<file path="config.mk">
export PLATFORM = sky130hd
export DESIGN_NAME = uart_hex_history_flat
export DESIGN_NICKNAME = d
export VERILOG_FILES = /design/src/rtl/uart_hex_history_if.sv /design/src/rtl/uart_hex_history.sv /design/src/flat_wrapper.sv
export SDC_FILE = /design/constraint.sdc
export NUM_CORES = 1
export LEC_CHECK = 0
export CORE_MARGIN = 2
export CORE_UTILIZATION = 58
export CTS_BUF_LIST = sky130_fd_sc_hd__clkbuf_4
export DETAILED_ROUTE_END_ITERATION = 16
export HOLD_SLACK_MARGIN = 0.1
export PLACE_DENSITY = 0.86
export SYNTH_ARGS = -nofsm -noshare
export SYNTH_HDL_FRONTEND = slang
export SYNTH_SLANG_ARGS = --single-unit
export TNS_END_PERCENT = 30
</file>
<file path="constraint.sdc">
create_clock -name clk -period 4.75 [get_ports clk]
set_input_delay 0.95 -clock clk [delete_from_list [all_inputs] [get_ports clk]]
set_output_delay 0.95 -clock clk [all_outputs]
set_load 0.05 [all_outputs]
</file>
<file path="src/rtl/uart_hex_history_if.sv">
`default_nettype none
// +--------------------------------------------------------------------------+
// | uart_hex_history_if : UART FIFO-side handshake bundle (RX pop, TX push)  |
// | Rev 1.0                                                                   |
// +--------------------------------------------------------------------------+
interface uart_hex_history_if;
  logic       rx_empty;
  logic [7:0] r_data;
  logic       rd_uart;
  logic       tx_full;
  logic [7:0] w_data;
  logic       wr_uart;

  modport master (
    input  rx_empty,
    input  r_data,
    output rd_uart,
    input  tx_full,
    output w_data,
    output wr_uart
  );

  modport slave (
    output rx_empty,
    output r_data,
    input  rd_uart,
    output tx_full,
    input  w_data,
    input  wr_uart
  );
endinterface
`default_nettype wire

</file>
<file path="src/rtl/uart_hex_history.sv">
`default_nettype none
// +--------------------------------------------------------------------------+
// | uart_hex_history : drains UART RX bytes into a DEPTH-byte history shown  |
// | as hex on a 2*DEPTH digit muxed seven-segment display. UART_ECHO_EN adds |
// | echo of each byte to the TX FIFO.                         Rev 1.0        |
// +--------------------------------------------------------------------------+
module uart_hex_history #(
  parameter int DEPTH       = 2,
  parameter int REFRESH_DIV = 50000,
  parameter int CNT_W       = 16
) (
  input  wire logic               clk,
  input  wire logic               rst_n,
  uart_hex_history_if.master      uart,
  output logic [2*DEPTH-1:0]      an_o,
  output logic [7:0]              sseg_o,
  output logic [CNT_W-1:0]        byte_cnt_o,
  output logic                    led0_o
);

  localparam int c_NUM_DIGITS = 2 * DEPTH;
  localparam int c_PRE_W      = $clog2(REFRESH_DIV);
  localparam int c_DIG_W      = $clog2(c_NUM_DIGITS);

  typedef enum logic [1:0] {
    S_IDLE = 2'd0,
    S_READ = 2'd1,
    S_ECHO = 2'd2
  } state_t;

  state_t                state_q;
  logic [DEPTH-1:0][7:0] hist_q;
  logic [DEPTH-1:0][7:0] hist_d;
  logic                  rd_uart_q;
  logic [CNT_W-1:0]      byte_cnt_q;
  logic                  led0_q;
  logic [c_PRE_W-1:0]    pre_q;
  logic [c_PRE_W-1:0]    pre_d;
  logic [c_DIG_W-1:0]    dig_q;
  logic [c_DIG_W-1:0]    dig_d;
  logic [8*DEPTH-1:0]    w_hist_flat;
  logic [3:0]            w_nibble;
  logic [6:0]            w_seg;

  generate
    if (DEPTH > 1) begin : g_hist_multi
      assign hist_d = {hist_q[DEPTH-2:0], uart.r_data};
    end else begin : g_hist_single
      assign hist_d = uart.r_data;
    end
  endgenerate

`ifdef UART_ECHO_EN
  logic       wr_uart_q;
  logic [7:0] w_data_q;

  assign uart.wr_uart = wr_uart_q;
  assign uart.w_data  = w_data_q;
`else
  assign uart.wr_uart = 1'b0;
  assign uart.w_data  = 8'h00;
`endif

  assign uart.rd_uart = rd_uart_q;
  assign byte_cnt_o   = byte_cnt_q;
  assign led0_o       = led0_q;

  // The pop strobe is high during READ; the head byte is still valid then and
  // is captured on the same edge the FIFO pops it.
  always_ff @(posedge clk or negedge rst_n) begin
    if (!rst_n) begin
      state_q    <= S_IDLE;
      hist_q     <= '0;
      rd_uart_q  <= 1'b0;
      byte_cnt_q <= '0;
      led0_q     <= 1'b0;
`ifdef UART_ECHO_EN
      wr_uart_q  <= 1'b0;
      w_data_q   <= 8'h00;
`endif
    end else begin
      rd_uart_q <= 1'b0;
`ifdef UART_ECHO_EN
      wr_uart_q <= 1'b0;
`endif
      case (state_q)
        S_IDLE: begin
          if (!uart.rx_empty) begin
            state_q   <= S_READ;
            rd_uart_q <= 1'b1;
          end
        end
        S_READ: begin
          hist_q     <= hist_d;
          byte_cnt_q <= byte_cnt_q + 1'b1;
          led0_q     <= ~led0_q;
`ifdef UART_ECHO_EN
          state_q    <= S_ECHO;
`else
          state_q    <= S_IDLE;
`endif
        end
`ifdef UART_ECHO_EN
        S_ECHO: begin
          if (!uart.tx_full) begin
            wr_uart_q <= 1'b1;
            w_data_q  <= hist_q[0];
            state_q   <= S_IDLE;
          end
        end
`endif
        default: state_q <= S_IDLE;
      endcase
    end
  end

  always_comb begin
    pre_d = pre_q + 1'b1;
    dig_d = dig_q;
    if (pre_q == c_PRE_W'(REFRESH_DIV - 1)) begin
      pre_d = '0;
      dig_d = (dig_q == c_DIG_W'(c_NUM_DIGITS - 1)) ? '0 : dig_q + 1'b1;
    end
  end

  always_ff @(posedge clk or negedge rst_n) begin
    if (!rst_n) begin
      pre_q <= '0;
      dig_q <= '0;
    end else begin
      pre_q <= pre_d;
      dig_q <= dig_d;
    end
  end

  // Digit i is simply nibble i of the flattened history (hist[0] in the low byte).
  assign w_hist_flat = hist_q;
  assign w_nibble    = w_hist_flat[{dig_q, 2'b00} +: 4];

  always_comb begin
    case (w_nibble)
      4'h0:    w_seg = 7'h40;
      4'h1:    w_seg = 7'h79;
      4'h2:    w_seg = 7'h24;
      4'h3:    w_seg = 7'h30;
      4'h4:    w_seg = 7'h19;
      4'h5:    w_seg = 7'h12;
      4'h6:    w_seg = 7'h02;
      4'h7:    w_seg = 7'h78;
      4'h8:    w_seg = 7'h00;
      4'h9:    w_seg = 7'h10;
      4'hA:    w_seg = 7'h08;
      4'hB:    w_seg = 7'h03;
      4'hC:    w_seg = 7'h46;
      4'hD:    w_seg = 7'h21;
      4'hE:    w_seg = 7'h06;
      4'hF:    w_seg = 7'h0E;
      default: w_seg = 7'h7F;
    endcase
  end

  assign an_o   = ~(c_NUM_DIGITS'(1) << dig_q);
  assign sseg_o = {(dig_q != '0), w_seg};

endmodule
`default_nettype wire

</file>
<file path="src/flat_wrapper.sv">
// flat-port wrapper written by rule: the top's interface ports become plain ports
module uart_hex_history_flat 
#(
  parameter int DEPTH       = 2,
  parameter int REFRESH_DIV = 50000,
  parameter int CNT_W       = 16
)
  (clk, rst_n, an_o, sseg_o, byte_cnt_o, led0_o, uart_rx_empty, uart_r_data, uart_rd_uart, uart_tx_full, uart_w_data, uart_wr_uart);
  uart_hex_history_if uart_i ();
  input  wire logic clk;
  input  wire logic rst_n;
  output logic [2*DEPTH-1:0] an_o;
  output logic [7:0] sseg_o;
  output logic [CNT_W-1:0] byte_cnt_o;
  output logic led0_o;
  input wire logic [$bits(uart_i.rx_empty)-1:0] uart_rx_empty;
  input wire logic [$bits(uart_i.r_data)-1:0] uart_r_data;
  output wire logic [$bits(uart_i.rd_uart)-1:0] uart_rd_uart;
  input wire logic [$bits(uart_i.tx_full)-1:0] uart_tx_full;
  output wire logic [$bits(uart_i.w_data)-1:0] uart_w_data;
  output wire logic [$bits(uart_i.wr_uart)-1:0] uart_wr_uart;
  assign uart_i.rx_empty = uart_rx_empty;
  assign uart_i.r_data = uart_r_data;
  assign uart_rd_uart = uart_i.rd_uart;
  assign uart_i.tx_full = uart_tx_full;
  assign uart_w_data = uart_i.w_data;
  assign uart_wr_uart = uart_i.wr_uart;
  uart_hex_history #(.DEPTH(DEPTH), .REFRESH_DIV(REFRESH_DIV), .CNT_W(CNT_W)) u_core (.clk(clk), .rst_n(rst_n), .uart(uart_i), .an_o(an_o), .sseg_o(sseg_o), .byte_cnt_o(byte_cnt_o), .led0_o(led0_o));
endmodule
</file>
---- Word-level counts from Yosys, hierarchy flattened ----
Memory sizes are Yosys's and may differ from the RTL's.
Index checks and enable logic that the tools add are counted.
word-level totals
  bits in registers ....................... 54
  bits in read-only memories .............. 112
  input bits .............................. 12
  output and inout port bits .............. 39
  word-level logic and storage cells ...... 28
  memories kept ........................... 1
memory list
  name              words  width  rd ports  clocked after memory_dff  wr ports  RTL line                 source
  (name not given)  16     7      1         0                         0         uart_hex_history.sv:141  case (w_nibble)
operators by class
  $add $sub $neg .......................... 3
  equality and inequality tests ........... 4
  shift operators ......................... 2
  multiplexer cells ....................... 6
  bitwise gates (word level) .............. 2
  reductions and logical operators ........ 2
operators with widths
  kind                     number
  $add A16 B1 Y16 const B  2
  $eq A16 B16 Y1 const B   1
  $mux W16                 1
  $shiftx A16 B5 Y4        1
  $mux W2                  3
  $not A4 Y4               1
  $shl A1 B2 Y4 const A    1
  $add A2 B1 Y2 const B    1
  $eq A2 B1 Y1 const B     1
  $eq A2 B2 Y1 const B     1
  $logic_not A2 Y1         1
  $mux W1                  2
  $ne A2 B2 Y1 const B     1
  $reduce_bool A2 Y1       1
  $not A1 Y1               1

---- Longest topological paths before layout ----
  depth in word-level cells ............... 2
  depth in mapped cells ................... 7

---- Worst setup path after synthesis ----
Ideal clock, no wire load.
  kind .................................... register to output
  from .................................... reg u_core.dig_q[0]
  to ...................................... out sseg_o[0]
  arrival ................................. 2725 ps
  data required time ...................... 3800 ps
  slack ................................... 1075 ps
  stages on the path, launching flop included .. 7
  cells stage by stage .................... dfrtp_1 > buf_6 > mux4_1 > inv_1 > ha_1 > inv_1 > o31ai_1
between the ends
  cells in the longest elaborated chain, start to end .. 2
ends and longest elaborated chain
  element                 RTL line                 source
  start, declared         uart_hex_history.sv:39   logic [c_DIG_W-1:0] dig_q;
  start signal, assigned  uart_hex_history.sv:132  dig_q <= dig_d;
  $shiftx A16 B5 Y4       uart_hex_history.sv:138  assign w_nibble = w_hist_flat[{dig_q, 2'b00} +: 4];
  $mem_v2 Z16 W7          --
  end, declared           flat_wrapper.sv:13       output logic [7:0] sseg_o;
No other way between the ends.

---- Final worst setup path ----
Ends and elaborated chain as after synthesis.

==> impl_results.rst <==
.. list-table::
   :header-rows: 1

   * - Metric
     - Value
   * - Result of the run
     - completed
   * - Post-route fraction of the period consumed by the critical path
     - 86.46%
   * - Post-synth top area share
     - 49.33%
   * - Data arrival, critical path
     - 3.16 ns
   * - Area fraction in compound gates after synthesis
     - 4.700%
   * - Vertical die dimension
     - 72.09 um
   * - Die width
     - 72.09 um
   * - Syn-to-layout area delta
     - 16.94%
   * - Post-route cell area
     - 0.003144 mm2
   * - Vias per inst
     - 5.426
   * - Most frequent cells in the layout
     - sky130_fd_sc_hd__dfrtp_1, sky130_fd_sc_hd__clkdlybuf4s50_1, sky130_fd_sc_hd__mux2_2
   * - Pin count of the biggest net entering global routing
     - 54
   * - Number of flops mapped to enable cells by yosys
     - 0
   * - Sum of internal, switching and leakage power
     - 1.211 mW
   * - Final Worst Setup Slack
     - 0.6433 ns
   * - Post-synthesis async set-or-reset flop share
     - 100.0%
   * - Met3 routed wirelength
     - 185 um
   * - Wire length per cell after detailed routing
     - 13.19 um
   * - Synthesized-area fraction occupied by and/or/nand/nor cells
     - 14.01%
   * - Via total after detailed routing
     - 1758
   * - Post-CTS Resized
     - 0
   * - Uppermost signal routing layer after detailed routing
     - met4
   * - TritonCTS clock tree
     - yes
   * - FP Rows
     - 24
   * - Fin. max-slew vios
     - 0
   * - Met2 WL
     - 2109 um
   * - Starting density of the core
     - 60.91%
   * - First-pass GRT wire length
     - 7438 um
   * - # nets final
     - 295
   * - Global route total overflow
     - 0
   * - WP data required
     - 3.80 ns
   * - Global-route usage over all layers
     - 18.37%
   * - Slew of the pin with the lowest slew margin
     - 0.9155 ns
   * - Commonest register cell after synthesis
     - sky130_fd_sc_hd__dfrtp_1
   * - Clock insertion delay at the later pin of the skew report
     - 0.37 ns
   * - Hold-fix buffers, CTS
     - 0
   * - Syn Std Cell Area
     - 0.002689 mm2
   * - Number of library cell types mapped by synthesis
     - 39
   * - Leading cell type in the layout, fill and taps excluded
     - sky130_fd_sc_hd__dfrtp_1
   * - Cts bufs inserted
     - 5
   * - Number of antenna-violating nets in the routed design
     - 0
   * - Most Frequent Cell on Critical Path
     - sky130_fd_sc_hd__inv_1
   * - Cell count after placement
     - 316
   * - Number of antenna violations at the first check in global routing
     - 0
   * - Post CTS Setup Buffer Count
     - 0
   * - Maximum single-stage delay on the critical path
     - 0.83 ns
   * - Leakage component of the power
     - 1.375 nW
   * - # H-tree levels
     - 2
   * - # diodes
     - 0
   * - Dpl ws
     - 1.026 ns
   * - Switching fraction of total power
     - 36.28%
   * - Detailed Route WL
     - 4273 um
   * - Routability-driven placement congestion ratio
     - 0.8857
   * - Net switching power figure
     - 0.4394 mW
   * - RSZ-0062 raised after global routing
     - false
   * - Cell count after synthesis
     - 231
   * - Die Footprint
     - 0.005196 mm2
   * - Sequential share of the synthesized area
     - 49.33%
   * - Met1 WL
     - 1904 um
   * - Clock buffer depth
     - 2
   * - Total negative slack for setup checks
     - 0 ns
   * - Shortest clock period the worst path allows after layout
     - 4.107 ns
   * - Number of buffers added on ports
     - 40
   * - Maximum operating frequency
     - 0.2435 GHz
   * - Critical-path top delay cell
     - sky130_fd_sc_hd__clkdlybuf4s50_1
   * - Crit Path Class
     - flop to primary output
   * - Biggest area consumer among synthesized cells
     - sky130_fd_sc_hd__dfrtp_1
   * - Synthesized-area fraction occupied by xor and xnor cells
     - 8.469%
   * - Tightest slew margin relative to the limit
     - 38.97%
   * - Number of global-route vias before repair
     - 1722
   * - Final setup vio count
     - 0
   * - Power Density
     - 385.2 mW/mm2
   * - Multiplexer share of the synthesized area
     - 11.59%
   * - Reg clk slew, reported paths
     - 0.14 ns
   * - Number of detailed-routing iterations run before antenna repair
     - 4
   * - Synthesized-area fraction occupied by adder cells
     - 5.584%
   * - Number of warnings printed during yosys synthesis
     - 0
   * - Worst IR Drop VDD
     - 0.0001964 V
   * - Fin cells
     - 324
   * - Placed standard-cell area
     - 0.003065 mm2
   * - IO Count
     - 51
   * - Drt first-iter violations
     - 60
   * - DRC violations left
     - 0
   * - Post-DP HPWL
     - 3157 um
   * - Fraction of final layout cells with drive strength greater than 1
     - 12.50%
   * - Final Hold Violating Endpoints
     - 0
   * - Cell-by-cell listing of the critical path
     - mux4_1, inv_1, ha_1, inv_1, o31ai_1, clkdlybuf4s50_1
   * - Critical path capture point type
     - primary output
   * - Part of the total power dissipated in the clock network
     - 20.0%
   * - Largest family of logic cells by synthesized area
     - simple AND/OR/NAND/NOR gates
   * - Highest fanout seen on the critical path
     - 7
   * - Post-synthesis sequential element count
     - 53
   * - Leading post-synthesis cells by cell area
     - sky130_fd_sc_hd__dfrtp_1, sky130_fd_sc_hd__mux2_2, sky130_fd_sc_hd__ha_1, sky130_fd_sc_hd__xnor2_1, sky130_fd_sc_hd__xor2_1
   * - Power Internal
     - 0.7717 mW
   * - Worst hold path class
     - flop to flop
   * - Relative contribution of sequential cells to total power
     - 46.5%
   * - Element type at the critical path start
     - flop
   * - Avg Synthesized Cell Area
     - 11.64 um2
   * - Max-cap violation count
     - 0
   * - Clock Tree Root
     - sky130_fd_sc_hd__clkbuf_4
   * - Share of power burned in combinational logic
     - 33.5%
   * - Core box area
     - 0.004414 mm2
   * - # clock sinks
     - 53
   * - Final worst clock skew
     - 0.01234 ns
==> power groups by stage <==
stage                     Combinational [mW]  Sequential, mW  Clock [mW]
after detailed placement               0.408           0.574           0
after CTS                              0.410           0.565       0.251
after global routing                   0.433           0.574       0.268
after global placement                 0.399           0.568           0
final                                  0.406           0.563       0.242
after floorplan                        0.200           0.655           0
==> layout make-up <==
| class | count | area [um2] |
|---|---|---|
| flip-flops and latches | 53 | 1326 |
| fillers | 320 | 1270 |
| well taps | 52 | 65.06 |
| inverters | 12 | 45.04 |
| clock buffers | 5 | 37.54 |
| clock inverters | 3 | 41.29 |
| multi-input cells | 158 | 1226 |
| repair buffers | 41 | 402.9 |
==> cells in the mapped netlist, types with 2 or more instances <==
master	number
sky130_fd_sc_hd__a21oi_1	4
sky130_fd_sc_hd__buf_1	2
sky130_fd_sc_hd__buf_6	3
sky130_fd_sc_hd__nand2_1	15
sky130_fd_sc_hd__buf_4	10
sky130_fd_sc_hd__and4_1	2
sky130_fd_sc_hd__ha_1	12
sky130_fd_sc_hd__or4b_1	2
sky130_fd_sc_hd__nand3_1	8
sky130_fd_sc_hd__o21a_1	3
sky130_fd_sc_hd__o21ai_0	7
sky130_fd_sc_hd__dfrtp_1	53
sky130_fd_sc_hd__nand4_1	9
sky130_fd_sc_hd__nor2b_1	2
sky130_fd_sc_hd__or4_1	3
sky130_fd_sc_hd__nand3b_1	2
sky130_fd_sc_hd__nor2_1	15
sky130_fd_sc_hd__inv_1	12
sky130_fd_sc_hd__o31ai_1	2
sky130_fd_sc_hd__xor2_1	13
sky130_fd_sc_hd__and3_1	2
sky130_fd_sc_hd__xnor2_1	13
sky130_fd_sc_hd__or3_1	2
sky130_fd_sc_hd__mux4_2	3
sky130_fd_sc_hd__mux2_2	18
==> state kept, by name, indices dropped and copies added (netlist names) <==
signal,cells
u_core.byte_cnt_o,16
u_core.dig_q,2
u_core.hist_d,8
u_core.hist_q,8
u_core.led0_o,1
u_core.pre_q,16
u_core.state_q,1
u_core.uart.rd_uart,1
==> worst max-delay path: cells and delay by family (launching register included) <==
| family | cells | cell delay, ns |
|---|---|---|
| muxes | 1 | 0.73 |
| adders and majority gates | 1 | 0.21 |
| buffers and inverters | 3 | 1.05 |
| AOI/OAI and AO/OA | 1 | 0.23 |
| DFF | 1 | 0.57 |
==> cell families (layout without fill, tap and decap cells) <==
kind of cell / count (synthesis) / after routing
adders and majority gates: 12 / 12
buffers and inverters: 28 / 61
DFF: 53 / 53
muxes: 23 / 23
xor gates and xnor gates: 26 / 26
AOI/OAI and AO/OA: 20 / 20
and+or+nand+nor: 68 / 68
other: 1 / 9
==> layer usage <==
layer	vias up	global-route usage, %
li1	864	-
met1	844	23.73
met2	42	30.07
met3	8	4.583
met4	0	6.918
met5	-	0
==> worst paths after layout <==
| path | from | end | slack [ns] | depth (start not counted) |
|---|---|---|---|---|
| setup reg to reg | u_core.state_q[0] | u_core.byte_cnt_o[13] | 2.52 | 4 |
| setup / recovery | u_core.dig_q[0] | sseg_o[0] | 0.64 | 6 |
| hold reg to reg | u_core.byte_cnt_o[15] | u_core.byte_cnt_o[15] | 0.48 | 1 |
| max in group asynchronous | rst_n | u_core.pre_q[0] | 3.65 | 2 |
| min in group asynchronous | rst_n | u_core.pre_q[14] | 0.67 | 2 |
| hold / removal | u_core.byte_cnt_o[15] | u_core.byte_cnt_o[15] | 0.48 | 1 |
==> stage by stage <==
stage	utilization, %	hold slack, ns
5_1_grt	71.23	0.5132
6_report	71.23	0.4810
3_3_place_gp	69.44	0.4561
4_1_cts	71.23	0.4872
3_5_place_dp	69.44	0.4651
2_1_floorplan	-	0.4436
Note: power is estimated with default switching activity, not from simulation.
